**config.mk**
```make
export PLATFORM = sky130hd
export DESIGN_NAME = spi_frame_rx
export DESIGN_NICKNAME = d
export VERILOG_FILES = /design/src/rtl/spi_frame_pkg.sv /design/src/rtl/sync_edge_det.sv /design/src/rtl/spi_frame_rx.sv
export SDC_FILE = /design/constraint.sdc
export NUM_CORES = 1
export LEC_CHECK = 0
export ABC_AREA = 1
export BUFFER_PORTS_ARGS = -buffer_cell sky130_fd_sc_hd__buf_2
export CORE_ASPECT_RATIO = 0.7
export CORE_MARGIN = 2
export CORE_UTILIZATION = 40
export CTS_CLUSTER_DIAMETER = 80
export DETAILED_ROUTE_END_ITERATION = 16
export PLACE_DENSITY = 0.56
export SLEW_MARGIN = 40
export SYNTH_ARGS = -nofsm -noshare
export SYNTH_HDL_FRONTEND = slang
export SYNTH_SLANG_ARGS = --single-unit
```
**constraint.sdc**
```tcl
create_clock -name clk -period 1.75 [get_ports clk]
set_input_delay 0.0875 -clock clk [delete_from_list [all_inputs] [get_ports clk]]
set_output_delay 0.0875 -clock clk [all_outputs]
set_load 0.05 [all_outputs]
```
**src/rtl/spi_frame_pkg.sv**
```systemverilog
// Shared constants and FSM encoding for the SPI frame receiver.
// Frame layout, MSB first: R/W, address, data.
package spi_frame_pkg;

  localparam int unsigned FRAME_BITS = 16;
  localparam int unsigned ADDR_W     = 7;
  localparam int unsigned DATA_W     = 8;

  localparam int unsigned RW_BIT   = 15;
  localparam int unsigned ADDR_MSB = 14;
  localparam int unsigned ADDR_LSB = 8;
  localparam int unsigned DATA_MSB = 7;

  typedef enum logic [1:0] {
    IDLE,
    SHIFT,
    DONE
  } state_t;

endpackage

```
**src/rtl/sync_edge_det.sv**
```systemverilog
// Multi-flop synchronizer with a history flop; emits the synchronized level and
// registered single-cycle rise/fall pulses that are time-aligned with that level.
module sync_edge_det #(
  parameter int unsigned SYNC_STAGES = 2,
  parameter logic        RESET_VAL   = 1'b0
) (
  input  logic clk,
  input  logic rst,
  input  logic d_i,
  output logic level_o,
  output logic rise_o,
  output logic fall_o
);

  import spi_frame_pkg::*;

  logic [SYNC_STAGES-1:0] sync_q;
  logic                   hist_q;
  logic                   rise_q;
  logic                   fall_q;

  always_ff @(posedge clk or posedge rst) begin
    if (rst) begin
      sync_q <= {SYNC_STAGES{RESET_VAL}};
      hist_q <= RESET_VAL;
      rise_q <= 1'b0;
      fall_q <= 1'b0;
    end else begin
      sync_q <= {sync_q[SYNC_STAGES-2:0], d_i};
      hist_q <= sync_q[SYNC_STAGES-1];
      // Edge pulses update on the same clock as hist_q, so level_o already
      // reflects the new value whenever a pulse is visible.
      rise_q <= sync_q[SYNC_STAGES-1] & ~hist_q;
      fall_q <= ~sync_q[SYNC_STAGES-1] & hist_q;
    end
  end

  assign level_o = hist_q;
  assign rise_o  = rise_q;
  assign fall_o  = fall_q;

endmodule

```
**src/rtl/spi_frame_rx.sv**
```systemverilog
// Oversampling SPI mode-0 frame receiver: deserializes R/W + address + data
// frames and reports each as a one-cycle valid or error strobe.
module spi_frame_rx #(
  parameter int unsigned SYNC_STAGES = 2,
  parameter int unsigned FRAME_BITS  = spi_frame_pkg::FRAME_BITS,
  parameter int unsigned ADDR_W      = spi_frame_pkg::ADDR_W,
  parameter int unsigned DATA_W      = spi_frame_pkg::DATA_W
) (
  input  logic              clk,
  input  logic              rst,
  input  logic              sclk_i,
  input  logic              copi_i,
  input  logic              ncs_i,
  output logic              frame_valid,
  output logic              frame_write,
  output logic [ADDR_W-1:0] frame_addr,
  output logic [DATA_W-1:0] frame_data,
  output logic              frame_error,
  output logic              busy
);

  import spi_frame_pkg::*;

  localparam int unsigned CNT_W = $clog2(FRAME_BITS + 2);
  localparam logic [CNT_W-1:0] CNT_FULL = CNT_W'(FRAME_BITS);
  localparam logic [CNT_W-1:0] CNT_SAT  = CNT_W'(FRAME_BITS + 1);

  logic sclk_rise;
  logic sclk_level_unused;
  logic sclk_fall_unused;
  logic copi_level;
  logic copi_rise_unused;
  logic copi_fall_unused;
  logic ncs_level;
  logic ncs_rise;
  logic ncs_fall;

  sync_edge_det #(
    .SYNC_STAGES (SYNC_STAGES),
    .RESET_VAL   (1'b0)
  ) u_sync_sclk (
    .clk     (clk),
    .rst     (rst),
    .d_i     (sclk_i),
    .level_o (sclk_level_unused),
    .rise_o  (sclk_rise),
    .fall_o  (sclk_fall_unused)
  );

  sync_edge_det #(
    .SYNC_STAGES (SYNC_STAGES),
    .RESET_VAL   (1'b0)
  ) u_sync_copi (
    .clk     (clk),
    .rst     (rst),
    .d_i     (copi_i),
    .level_o (copi_level),
    .rise_o  (copi_rise_unused),
    .fall_o  (copi_fall_unused)
  );

  // nCS idles high so a reset never fabricates a chip-select edge.
  sync_edge_det #(
    .SYNC_STAGES (SYNC_STAGES),
    .RESET_VAL   (1'b1)
  ) u_sync_ncs (
    .clk     (clk),
    .rst     (rst),
    .d_i     (ncs_i),
    .level_o (ncs_level),
    .rise_o  (ncs_rise),
    .fall_o  (ncs_fall)
  );

  state_t                state_q;
  logic [FRAME_BITS-1:0] shift_q;
  logic [CNT_W-1:0]      count_q;

  always_ff @(posedge clk or posedge rst) begin
    if (rst) begin
      state_q     <= IDLE;
      shift_q     <= '0;
      count_q     <= '0;
      frame_valid <= 1'b0;
      frame_error <= 1'b0;
      frame_write <= 1'b0;
      frame_addr  <= '0;
      frame_data  <= '0;
      busy        <= 1'b0;
    end else begin
      frame_valid <= 1'b0;
      frame_error <= 1'b0;
      unique case (state_q)
        IDLE: begin
          busy <= 1'b0;
          if (ncs_fall) begin
            shift_q <= '0;
            count_q <= '0;
            busy    <= 1'b1;
            state_q <= SHIFT;
          end
        end
        SHIFT: begin
          if (ncs_rise) begin
            busy    <= 1'b0;
            state_q <= DONE;
          end else if (sclk_rise && !ncs_level) begin
            shift_q <= {shift_q[FRAME_BITS-2:0], copi_level};
            // Saturating one past a full frame keeps over-long frames distinct.
            if (count_q != CNT_SAT) begin
              count_q <= count_q + 1'b1;
            end
          end
        end
        DONE: begin
          state_q <= IDLE;
          if (count_q == CNT_FULL) begin
            frame_valid <= 1'b1;
            frame_write <= shift_q[FRAME_BITS-1];
            frame_addr  <= shift_q[FRAME_BITS-2 -: ADDR_W];
            frame_data  <= shift_q[DATA_W-1:0];
          end else if (count_q != '0) begin
            frame_error <= 1'b1;
          end
        end
        default: begin
          busy    <= 1'b0;
          state_q <= IDLE;
        end
      endcase
    end
  end

endmodule

```
==> results of run 1 <==
## final cells by class
type	count	area [µm²]
repair buffers	32	205.2
well taps	72	90.09
inverters	17	63.81
flip-flops and latches	54	1355
multi-input cells	154	729.5
fillers	520	2735
clock inverters	1	30.03
clock buffers	7	76.32
## kinds of logic after synthesis
group,count (synthesis),synth area share [%]
compound gates,37,8.654
flops,54,61.26
fa+ha+maj,3,1.697
buf+inv,25,5.769
simple gates,114,22.62
## registers in the layout, indices dropped and copies added, names as in the netlist, 2 cells and up
| register | cells |
|---|---|
| shift_q | 16 |
| frame_data | 8 |
| frame_addr | 7 |
| count_q | 5 |
| state_q | 2 |
| u_sync_copi.sync_q | 2 |
| u_sync_ncs.sync_q | 2 |
| u_sync_sclk.sync_q | 2 |
## per-layer routing
layer  vias to the layer above  share of wire [%]
li1                        795                  -
met1                       678                 54
met2                        27                 40
met3                         5                5.1
met4                         0               0.83
met5                         -                  0
## power by group
group | switching, W | internal [W]
combinational | 0.000321 | 0.000149
clock | 0.000367 | 0.000428
sequential | 0.0000648 | 0.00132
total | 0.000753 | 0.00190
## cell usage in the layout (no fill, tap or decap), types with 3 or more instances in the layout
| cell | count |
|---|---|
| o21ai_0 | 7 |
| dfrtp_1 | 51 |
| o21ai_1 | 27 |
| ha_1 | 3 |
| buf_4 | 4 |
| buf_2 | 23 |
| nor2_1 | 11 |
| inv_1 | 14 |
| dfstp_2 | 3 |
| nand3_1 | 4 |
| inv_2 | 3 |
| nand2_1 | 90 |
| clkbuf_8 | 5 |
| dlygate4sd3_1 | 4 |
## through the flow
stage,hold WS [ps],worst slack [ps]
finish,344.8,290.9
global route,362.9,124.9
CTS,348.7,278.3
detailed placement,131.3,306.0
global placement,135.7,312.1
floorplan,91.98,352.9
## final timing paths
check / from / endpoint / slack [ps] / cells after the start
min in group clk: u_sync_copi.sync_q[1] / u_sync_copi.level_o / 360 / 0
max in group asynchronous: rst / shift_q[14] / 890 / 4
worst max register to register: count_q[0] / frame_addr[2] / 290 / 6
worst min register to register: u_sync_copi.sync_q[1] / u_sync_copi.level_o / 360 / 0
worst min-delay path: rst / u_sync_copi.sync_q[0] / 340 / 3
worst max-delay path: count_q[0] / frame_addr[2] / 290 / 6
## critical path, delay by kind of cell, from the launching register on
family | cells | cell delay [ps]
adder cells (fa/ha/maj) | 1 | 210
buffers and inverters | 1 | 80
flip-flops | 1 | 440
AND/OR/NAND/NOR | 4 | 660
==> impl_metrics.ini, run 1 <==
[timing]
setup_viol = 0
rsz0062_at_grt = false
tightestPinTransition_ps = 459.9
setup_tns_ps = 0
fmax_mhz = 685.4
final-max-slew-violation-count = 0
hold_viol = 0
fin_skew_ps = 4.912
slew_headroom_pct = 69.30
layout_worst_path_cycle_share_pct = 83.38
finalCriticalPeriod_ps = 1459

[synth]
yosys_most_used_dff = dfrtp_1
ys_seq_area_share_pct = 61.26
synthTopCellsByArea = dfrtp_1, nand2_1, o21ai_1
synth_top_area_share_pct = 57.69
async_flop_share_pct = 100.0
ys_types = 23
synth_nets = 241
synth.cell_area_um2 = 2212
synth_edf_count = 0
yosys_warnings = 0
yosysMostFrequentCell = nand2_1
syn_inst = 233
synth_area_per_cell_um2 = 9.494
ys_ff_latch = 54
synth_top_area_cell = dfrtp_1
yosys-top-cells-count = nand2_1, dfrtp_1, o21ai_1

[global_routing]
grt_pass1_vias = 1395
grtUsageMet3_pct = 3.763
grt_first_pass_wirelength_um = 6658
grt_use_met2_pct = 20.02
use_met1_pct = 21.11
grtUsageTotal_pct = 14.09
antenna_found_initial = 0
grt-ovfl-total = 0
grt_max_degree = 34
grt_busiest_layer = met1

[cts]
clock_sinks = 54
path_clk_slew_ps = 90
htree_levels = 2
clock_path_buffers = 2
cts_tree = done
cts_hold_buf = 4
clock_latency_ps = 290
ctsResizeCount = 0
cts_buffers = 5
cts_setup_buffers = 0
cts-root-buf = clkbuf_8

[critical_path]
crit_arrival_ps = 1700
path_max_fanout = 17
critPathKind = register to register
critPathMostFrequentCell = nand2_1
crit_required_ps = 1990
cp-end-kind = register
cpPeakStageDelay_ps = 440
crit_chain = inv_1 -> ha_1 -> nand3_4 -> nor2_8 -> nand2_1 -> nand2_1
critPathLaunchType = register
slowest_stage = dfrtp_1

[power]
p_per_area_nw_per_um2 = 1039
leakagePower_nw = 1.357
power_w = 0.002649
peakVddDrop_mv = 0.4090

[place]
gp_congestion = 0.7710
portBuffers = 23
place_inst = 325
hpwlAfterDp_um = 2673
placed_cell_area_um2 = 2404

[route]
wl_per_cell_um = 11.46
first_pass_iters = 4
viasPerCell = 4.466
wl_um = 3861
drc = 0
antenna_left = 0
vias = 1505
drt-initial-drc-count = 109

[final_layout]
antenna_cells = 0
instances_no_fill = 337
synthToLayoutAreaGrowth_pct = 15.27
final_cell_area_um2 = 2550
nets = 272
fin_util_pct = 48.25
drive_above_1_share_pct = 18.87

[floorplanning]
die_y_um = 66.22
die_w_um = 92.89
boundaryPins = 24
start_util_pct = 41.86
num_rows = 22
core-area_um2 = 5285
die_area_um2 = 6151

[run_status]
outcome = finished clean

[flow_run]
maxCapViolations = 0

[hold_path]
hold_class = input port to asynchronous set/reset pin
Note: power is estimated with default switching activity, not from simulation.
==> run 2: changes to the inputs <==
==> constraint.sdc (replaced) <==
create_clock -name clk -period 1.5 [get_ports clk]
set_input_delay 0.075 -clock clk [delete_from_list [all_inputs] [get_ports clk]]
set_output_delay 0.075 -clock clk [all_outputs]
set_load 0.05 [all_outputs]
==> impl_metrics.ini, run 2 (synthesis gave the netlist of run 1 again) <==
[run_status]
outcome = finished clean

[final_layout]
largest_register_ff_count = 16
antenna_cells = 0
layout.cells.most_common = nand2_1
final_cell_area_um2 = 2620
drive_above_1_share_pct = 22.06
largest-register = shift_q
mostFrequentLayoutCells = nand2_1, dfrtp_1, o21ai_1
synthToLayoutAreaGrowth_pct = 18.44
top_regs = shift_q (16), frame_data (8), frame_addr (7)
nets = 279
fillers = 531

[floorplanning]
core-area_um2 = 5285
die_y_um = 66.22
die_area_um2 = 6151
start_util_pct = 41.86
die_w_um = 92.89
num_rows = 22
boundaryPins = 24

[critical_path]
critPathLaunchType = register
critPathKind = register to register
reg2reg_depth = 9
crit_required_ps = 1750
path_max_fanout = 5
cp-end-kind = register
r2r_slack_ps = 130
timing.rr.start = count_q[0]
r2r-end = count_q[0]
crit_end = count_q[0]
crit_arrival_ps = 1620
cp-startpoint = count_q[0]

[global_routing]
grt_first_pass_wirelength_um = 7210
antenna_found_initial = 0
grt-ovfl-total = 0
grt_pass1_vias = 1511
grt_max_degree = 55
grtUsageTotal_pct = 15.25

[cts]
clock_latency_ps = 310
cts_buffers = 5
htree_levels = 2
clock_sinks = 54
cts-root-buf = clkbuf_8
clock_path_buffers = 2
cts_tree = done
path_clk_slew_ps = 90

[timing]
rsz0062_at_grt = false
tightestPinTransition_ps = 469.4
fmax_mhz = 728.7
layout_worst_path_cycle_share_pct = 91.49
setup_tns_ps = 0
finalCriticalPeriod_ps = 1372
final-max-slew-violation-count = 0
hold_viol = 0
setup_viol = 0
fin_skew_ps = 16.05
finalWorstSetupSlack_ps = 127.7
slew_headroom_pct = 68.60

[route]
vias = 1573
antenna_left = 0
drc = 0
wl_um = 4323
first_pass_iters = 4
viasPerCell = 4.573
wl_per_cell_um = 12.57
drt-initial-drc-count = 102

[power]
p_per_area_nw_per_um2 = 1167
power_w = 0.003058
leakagePower_nw = 1.383
peakVddDrop_mv = 0.6944

[place]
hpwlAfterDp_um = 2713
dp_slack_ps = 37.73
gp_congestion = 0.7044
portBuffers = 23
placed_cell_area_um2 = 2424

[flow_run]
maxCapViolations = 0

[hold_path]
hold_class = register to register
run 2: worst min path at each step:
| stage | endpoint | depth (start not counted) | start |
|---|---|---|---|
| floorplan | u_sync_ncs.sync_q[0] | 0 | ncs_i |
| global placement | u_sync_copi.sync_q[0] | 3 | rst |
| detailed placement | u_sync_copi.sync_q[0] | 3 | rst |
| CTS | frame_data[6] | 4 | rst |
| global route | u_sync_ncs.sync_q[1] | 0 | u_sync_ncs.sync_q[0] |
| finish | u_sync_copi.level_o | 0 | u_sync_copi.sync_q[1] |
run 2: metrics by stage:
step / cells / utilization, % / hold WS (ps)
detailed placement: 326 / 45.86 / 148.8
floorplan: 233 / - / 79.48
finish: 344 / 49.57 / 353.5
global placement: 326 / 45.86 / 147.5
CTS: 338 / 48.18 / 358.1
global route: 344 / 49.57 / 363.4
run 2: final cells by class:
type	count	area [µm²]	share of cell area (%)
flip-flops and latches	54	1355	51.72
multi-input cells	156	773.2	29.51
repair buffers	37	255.2	9.742
well taps	72	90.09	3.438
clock buffers	6	72.57	2.770
inverters	17	63.81	2.436
clock inverters	2	10.01	0.3820
run 2: what timing repair did:
action,4_1_cts,5_1_grt
gates resized for setup,0,4
hold buffers,4,0
buffers inserted,0,4
setup endpoints to repair,0,20
endpoints found under the hold margin,54,0
run 2: report_power, final:
part / internal, W / switching, W / total [W]
combinational: 0.000253 / 0.000437 / 0.000690
sequential: 0.00154 / 0.0000634 / 0.00160
clock: 0.000325 / 0.000442 / 0.000766
run 2: per-layer routing:
layer  part of all wire [%]  global-route usage [%]  wire (µm)
met3                    3.9                   4.105        168
met5                      0                       0          0
met1                     54                   22.55       2333
met2                     41                   21.92       1791
met4                   0.67                   4.412         29
run 2: worst max-delay path, stage by stage, from the launching register on:
cell and delay (ps):
dfrtp_1 390, buf_4 150, ha_1 190, nand2_1 60, inv_1 40, nand3_1 110, inv_1 80, nor2_4 160
nand2_1 70, nand2_1 70
